File: config.mk
export PLATFORM = sky130hd
export DESIGN_NAME = secuenciador_sel
export DESIGN_NICKNAME = d
export VERILOG_FILES = /design/src/rtl/secuenciador_pkg.sv /design/src/rtl/secuenciador_sel_divisor_presc.sv /design/src/rtl/secuenciador_sel.sv
export SDC_FILE = /design/constraint.sdc
export NUM_CORES = 1
export LEC_CHECK = 0
export BUFFER_PORTS_ARGS = -buffer_cell sky130_fd_sc_hd__buf_2
export CAP_MARGIN = 5
export CORE_AREA = 3 3 79 44
export DETAILED_ROUTE_END_ITERATION = 6
export DIE_AREA = 0 0 82 47
export HOLD_SLACK_MARGIN = 0.15
export PLACE_DENSITY_LB_ADDON = 0.2
export SYNTH_ARGS = -nofsm -noshare
export SYNTH_HDL_FRONTEND = slang
export SYNTH_HIERARCHICAL = 1
export SYNTH_SLANG_ARGS = --single-unit
File: constraint.sdc
create_clock -name clk -period 3.8 [get_ports clk]
set_clock_uncertainty 0.2 [all_clocks]
set_input_delay 0.38 -clock clk [delete_from_list [all_inputs] [get_ports clk]]
set_output_delay 0.38 -clock clk [all_outputs]
set_load 0.005 [all_outputs]
File: src/rtl/secuenciador_pkg.sv
// Shared definitions for the channel sequencer: widths, default hold time
// and the scan state encoding.
package secuenciador_pkg;

  localparam int unsigned DATA_W    = 8;
  localparam int unsigned SEL_W     = 3;
  localparam int unsigned CNT_W     = 8;
  localparam int unsigned PRESC_DEF = 4;

  typedef enum logic [1:0] {
    REPOSO  = 2'd0,
    BARRIDO = 2'd1,
    FIN     = 2'd2
  } estado_t;

endpackage

File: src/rtl/secuenciador_sel_divisor_presc.sv
// Hold counter: counts enabled cycles 0..PRESC-1 and flags the terminal count.
// Ports:
//   clk, rst_n : clock, async active-low reset
//   clr        : synchronous clear to 0 (priority over en)
//   en         : count enable; wraps to 0 after the terminal count
//   tc_c       : combinational terminal-count flag (count == PRESC-1)
module divisor_presc
  import secuenciador_pkg::*;
#(
  parameter int unsigned PRESC = PRESC_DEF
) (
  input  logic clk,
  input  logic rst_n,
  input  logic clr,
  input  logic en,
  output logic tc_c
);

  logic [CNT_W-1:0] cnt_q, cnt_d;

  assign tc_c = (cnt_q == CNT_W'(PRESC - 1));

  // Next count
  always_comb begin
    cnt_d = cnt_q;
    if (clr) begin
      cnt_d = '0;
    end else if (en) begin
      cnt_d = tc_c ? '0 : cnt_q + CNT_W'(1);
    end
  end

  always_ff @(posedge clk or negedge rst_n) begin
    if (!rst_n) cnt_q <= '0;
    else        cnt_q <= cnt_d;
  end

endmodule

File: src/rtl/secuenciador_sel.sv
// Scans an 8-bit word through an external 8:1 mux: presents the word on i,
// steps the select s through channels 0..7 holding each for PRESC cycles,
// and reassembles the mux output x into captura.
// Ports:
//   clk, rst_n  : clock, async active-low reset
//   start       : begin a scan of dato (accepted only in REPOSO)
//   parar       : abort the running scan
//   dato        : word to scan
//   i, s        : registered mux data word and channel select
//   x           : mux output fed back
//   ocupado     : scan in progress (BARRIDO or FIN)
//   bit_valido  : one-cycle pulse per sampled channel
//   fin         : one-cycle pulse during the FIN state
//   captura     : reassembled word, bit k sampled with s=k
module secuenciador_sel
  import secuenciador_pkg::*;
#(
  parameter int unsigned PRESC = PRESC_DEF
) (
  input  logic              clk,
  input  logic              rst_n,
  input  logic              start,
  input  logic              parar,
  input  logic [DATA_W-1:0] dato,
  output logic [DATA_W-1:0] i,
  output logic [SEL_W-1:0]  s,
  input  logic              x,
  output logic              ocupado,
  output logic              bit_valido,
  output logic              fin,
  output logic [DATA_W-1:0] captura
);

  estado_t             estado_q, estado_d;
  logic [DATA_W-1:0]   i_q, i_d;
  logic [DATA_W-1:0]   captura_q, captura_d;
  logic [SEL_W-1:0]    s_q, s_d;
  logic                ocupado_q, ocupado_d;
  logic                bit_valido_q, bit_valido_d;
  logic                fin_q, fin_d;
  logic                cnt_clr_c, cnt_en_c, tc_c;
  logic                muestra_c;

  divisor_presc #(.PRESC(PRESC)) u_divisor_presc (
    .clk   (clk),
    .rst_n (rst_n),
    .clr   (cnt_clr_c),
    .en    (cnt_en_c),
    .tc_c  (tc_c)
  );

  // A sample is due on the last hold cycle unless an abort wins
  assign muestra_c = (estado_q == BARRIDO) && !parar && tc_c;

  // State register
  always_ff @(posedge clk or negedge rst_n) begin
    if (!rst_n) estado_q <= REPOSO;
    else        estado_q <= estado_d;
  end

  // Next-state logic
  always_comb begin
    estado_d = estado_q;
    case (estado_q)
      REPOSO:  if (start) estado_d = BARRIDO;
      BARRIDO: begin
        if (parar)                                   estado_d = REPOSO;
        else if (muestra_c && (s_q == SEL_W'(7)))    estado_d = FIN;
      end
      FIN:     estado_d = REPOSO;
      default: estado_d = REPOSO;
    endcase
  end

  // Output / datapath next values
  always_comb begin
    i_d          = i_q;
    captura_d    = captura_q;
    s_d          = s_q;
    bit_valido_d = 1'b0;
    fin_d        = 1'b0;
    ocupado_d    = (estado_d != REPOSO);
    cnt_clr_c    = 1'b0;
    cnt_en_c     = 1'b0;
    case (estado_q)
      REPOSO: begin
        if (start) begin
          i_d       = dato;
          captura_d = '0;
          s_d       = '0;
          cnt_clr_c = 1'b1;
        end
      end
      BARRIDO: begin
        if (parar) begin
          s_d       = '0;
          cnt_clr_c = 1'b1;
        end else begin
          cnt_en_c = 1'b1;
          if (tc_c) begin
            captura_d[s_q] = x;
            bit_valido_d   = 1'b1;
            s_d            = s_q + SEL_W'(1);  // 7 wraps to 0 on entry to FIN
            fin_d          = (s_q == SEL_W'(7));
          end
        end
      end
      default: ;
    endcase
  end

  always_ff @(posedge clk or negedge rst_n) begin
    if (!rst_n) begin
      i_q          <= '0;
      captura_q    <= '0;
      s_q          <= '0;
      ocupado_q    <= 1'b0;
      bit_valido_q <= 1'b0;
      fin_q        <= 1'b0;
    end else begin
      i_q          <= i_d;
      captura_q    <= captura_d;
      s_q          <= s_d;
      ocupado_q    <= ocupado_d;
      bit_valido_q <= bit_valido_d;
      fin_q        <= fin_d;
    end
  end

  assign i          = i_q;
  assign s          = s_q;
  assign captura    = captura_q;
  assign ocupado    = ocupado_q;
  assign bit_valido = bit_valido_q;
  assign fin        = fin_q;

endmodule

==> reports/results.txt <==
Final setup vio count - 0
DRC - 0
CTS tree - done
Synthesis Warnings - 6
WP data arrival - 2520 ps
Post-synth top area share - 51.28%
Number of cells on the worst hold path - 3
TritonCTS Buffers - 5
CP Capture Point - u_divisor_presc/cnt_q[7]
Post-Synthesis Cells - 139
Routed vias - 1,235
RR Endpoint - u_divisor_presc/cnt_q[7]
Mapped Area - 1561 um2
Core Region - 2873 um2
Setup TNS after final layout - 0 ps
Worst hold slack - 262.9 ps
Largest cells by area after synthesis - dfrtp_1 (51%), mux2_2 (6.5%), o22ai_1 (3.6%)
RSZ-0062 raised after global routing - no
Post-Syn Nets - 155
Register-to-Register Path Depth - 5
All-Layer GR Usage - 18.88%
WS Path Type - reg -> reg
# rows - 14
Distinct cells, synth - 39
WL final - 3385 um
IO buf count - 34
WL/cell - 15.18 um
CTS root buf - clkbuf_8
Worst endpoint required time - 3790 ps
Post-layout min period - 2531 ps
Status - finished, final reports clean
First-pass GRT wire length - 5223 um
Seq/Total Area, Yosys - 51.28%
Clock transition at the registers of the reported paths - 70 ps
Hold Vio Cnt, Final - 0
Share of cells above drive strength 1 - 32.79%
Largest net degree at the start of global routing - 33
WP depth - 5
Fin. max-slew vios - 0
Pwr per Cell Area - 402.2 nW/um2
GRT overflow - 0
Area grow syn2layout - 23.88%
Max-slew headroom - 53.39%
Tcrit/Tclk final - 66.62%
Max_cap viols - 0
R2r setup slk - 1270 ps
Number of synthesized register bits - 32
Hold crit path type - in -> reg
Number of buffers on the longest clock path - 2
Via/cell ratio - 5.538
Startpoint Class - flop
CTS H-tree depth - 2
Chip width - 82 um
Pleak - 0.0009376 uW
Max FO, Critical Path - 10
Worst-Skew Late Latency - 280 ps
Crit path buf inv count - 0
Crit path launch - estado_q[1]
Endpoint type of the worst setup path - flop
DPL Wire Length - 2238 um
R2r startpoint - estado_q[1]
Top Family by Delay on Critical Path - compound AO/OA/AOI/OAI gates
Least-Margin Pin Slew - 699.2 ps
Fmax - 395.0 MHz
Crit-path cells - nand2b_1, o21bai_1, o2111ai_1, or3_1, a21oi_1
Nets@finish - 198
Number of iterations in the first detailed-routing pass - 4
Fillers - 229
Number of global-route vias before repair - 1,091
# IOs - 35
ANT nets after route - 0
CTS Sinks - 32
Die Ht - 47 um
PostCTS Resize Cnt - 0
Delay of the slowest critical-path stage - 530 ps
Antenna Cells - 0
RD Place Congestion - 0.8219
Area leader, netlist - dfrtp_1
Initial antenna violation count - 0
Syn avg cell area - 11.23 um2
Effective utilization at floorplan - 54.36%
Die area - 3854 um2
Iter 0 DRT Violations - 81
Peak VDD IR - 207.8 uV
CP max-delay cell - o21bai_1
## flip-flops by register name (all words and copies together), names as in the netlist
register               cells
s                          3
captura                    8
fin                        1
estado_q                   2
u_divisor_presc/cnt_q      8
i                          8
ocupado                    1
bit_valido                 1
## worst min-delay path by stage
stage | startpoint | end | slack (ps)
CTS | x | captura[0] | 260
detailed placement | rst_n | captura[7] | 270
global placement | rst_n | captura[1] | 260
finish | x | captura[0] | 260
floorplan | rst_n | bit_valido | -120
global route | x | captura[0] | 280
## layout make-up
| class | instances | area, um2 | share of cell area, % |
|---|---|---|---|
| clock buffers | 6 | 82.58 | 4.269 |
| flip-flops and latches | 32 | 800.8 | 41.40 |
| inverters | 6 | 22.52 | 1.164 |
| well taps | 40 | 50.05 | 2.587 |
| repair buffers | 45 | 275.3 | 14.23 |
| multi-input cells | 92 | 693.2 | 35.83 |
| clock inverters | 2 | 10.01 | 0.5175 |
## layout by cell type (no fill, tap or decap), drive strengths merged, types with 2 or more instances in the layout
master,synthesis,layout
dfrtp,32,32
dlygate4sd3,0,9
a22o,3,3
o2111ai,2,2
o21ai,4,4
and3,2,2
clkbuf,2,6
or3,4,4
inv,6,6
a21oi,6,6
nor2b,2,2
ha,3,3
and2,2,2
buf,7,36
nor3b,4,4
clkinv,0,2
nand2,8,8
o22ai,9,9
o211ai,2,2
and3b,4,4
nor2,7,7
xor2,2,2
a32o,3,3
mux2,9,9
o2bb2ai,4,4
## layer usage
| metal | GRT usage [%] | wire, um | vias up |
|---|---|---|---|
| met1 | 26.14 | 1686 | 591 |
| met2 | 28.09 | 1461 | 43 |
| met3 | 6.705 | 218 | 4 |
| met4 | 5.960 | 19 | 0 |
| li1 | - | - | 597 |
| met5 | 0 | 0 | - |
## cells by family (layout without fill, tap and decap cells)
logic type | count (synthesis) | in the layout | synth area share, %
AOI/OAI and AO/OA | 37 | 37 | 17.63
xor gates and xnor gates | 2 | 2 | 1.122
adders and majority gates | 3 | 3 | 2.404
buffers and inverters | 15 | 59 | 5.048
DFF | 32 | 32 | 51.28
muxes | 9 | 9 | 6.491
and+or+nand+nor | 41 | 41 | 16.03
## report_power, final
group          total (uW)  switching [uW]  internal, uW
clock                 267             123           144
sequential            387            18.7           368
combinational         123            60.5          62.9
## metrics by stage
stage | setup WS [ps] | total power, uW | utilization, % | instances | area, um2
global placement | 1371 | 504.0 | 60.98 | 206 | 1752
CTS | 1285 | 785.9 | 67.33 | 223 | 1934
floorplan | 1490 | 461.8 | - | 139 | 1562
global route | 1097 | 819.2 | 67.33 | 223 | 1934
finish | 1269 | 778.1 | 67.33 | 223 | 1934
detailed placement | 1310 | 510.3 | 60.98 | 206 | 1752
## worst register-to-register path: stages, from the launching register on
cell and delay (ps):
dfrtp_1 420, nand2b_1 340, o21bai_1 530, o2111ai_1 330, or3_1 420, a21oi_1 190
## cell usage after synthesis, drive strengths merged
library cell / number
nor4bb: 1
nor2b: 2
nor3b: 4
a21o: 1
a211o: 1
inv: 6
o21ai: 4
buf: 7
nand2: 8
nand4: 1
o31ai: 1
and2: 2
o22ai: 9
or4b: 1
clkbuf: 2
nand3: 1
and3: 2
nor2: 7
o211ai: 2
a22o: 3
or2: 1
o2111ai: 2
a21oi: 6
mux2: 9
and3b: 4
dfrtp: 32
nand2b: 1
a32o: 3
ha: 3
or3: 4
xor2: 2
o21bai: 1
o2bb2ai: 4
nand3b: 1
nor3: 1
## what timing repair did
item | 4_1_cts | 5_1_grt
hold endpoints to repair | 40 | 0
hold buffers | 9 | 0
buffers inserted | 0 | 0
(Power assumes the default switching activity.)
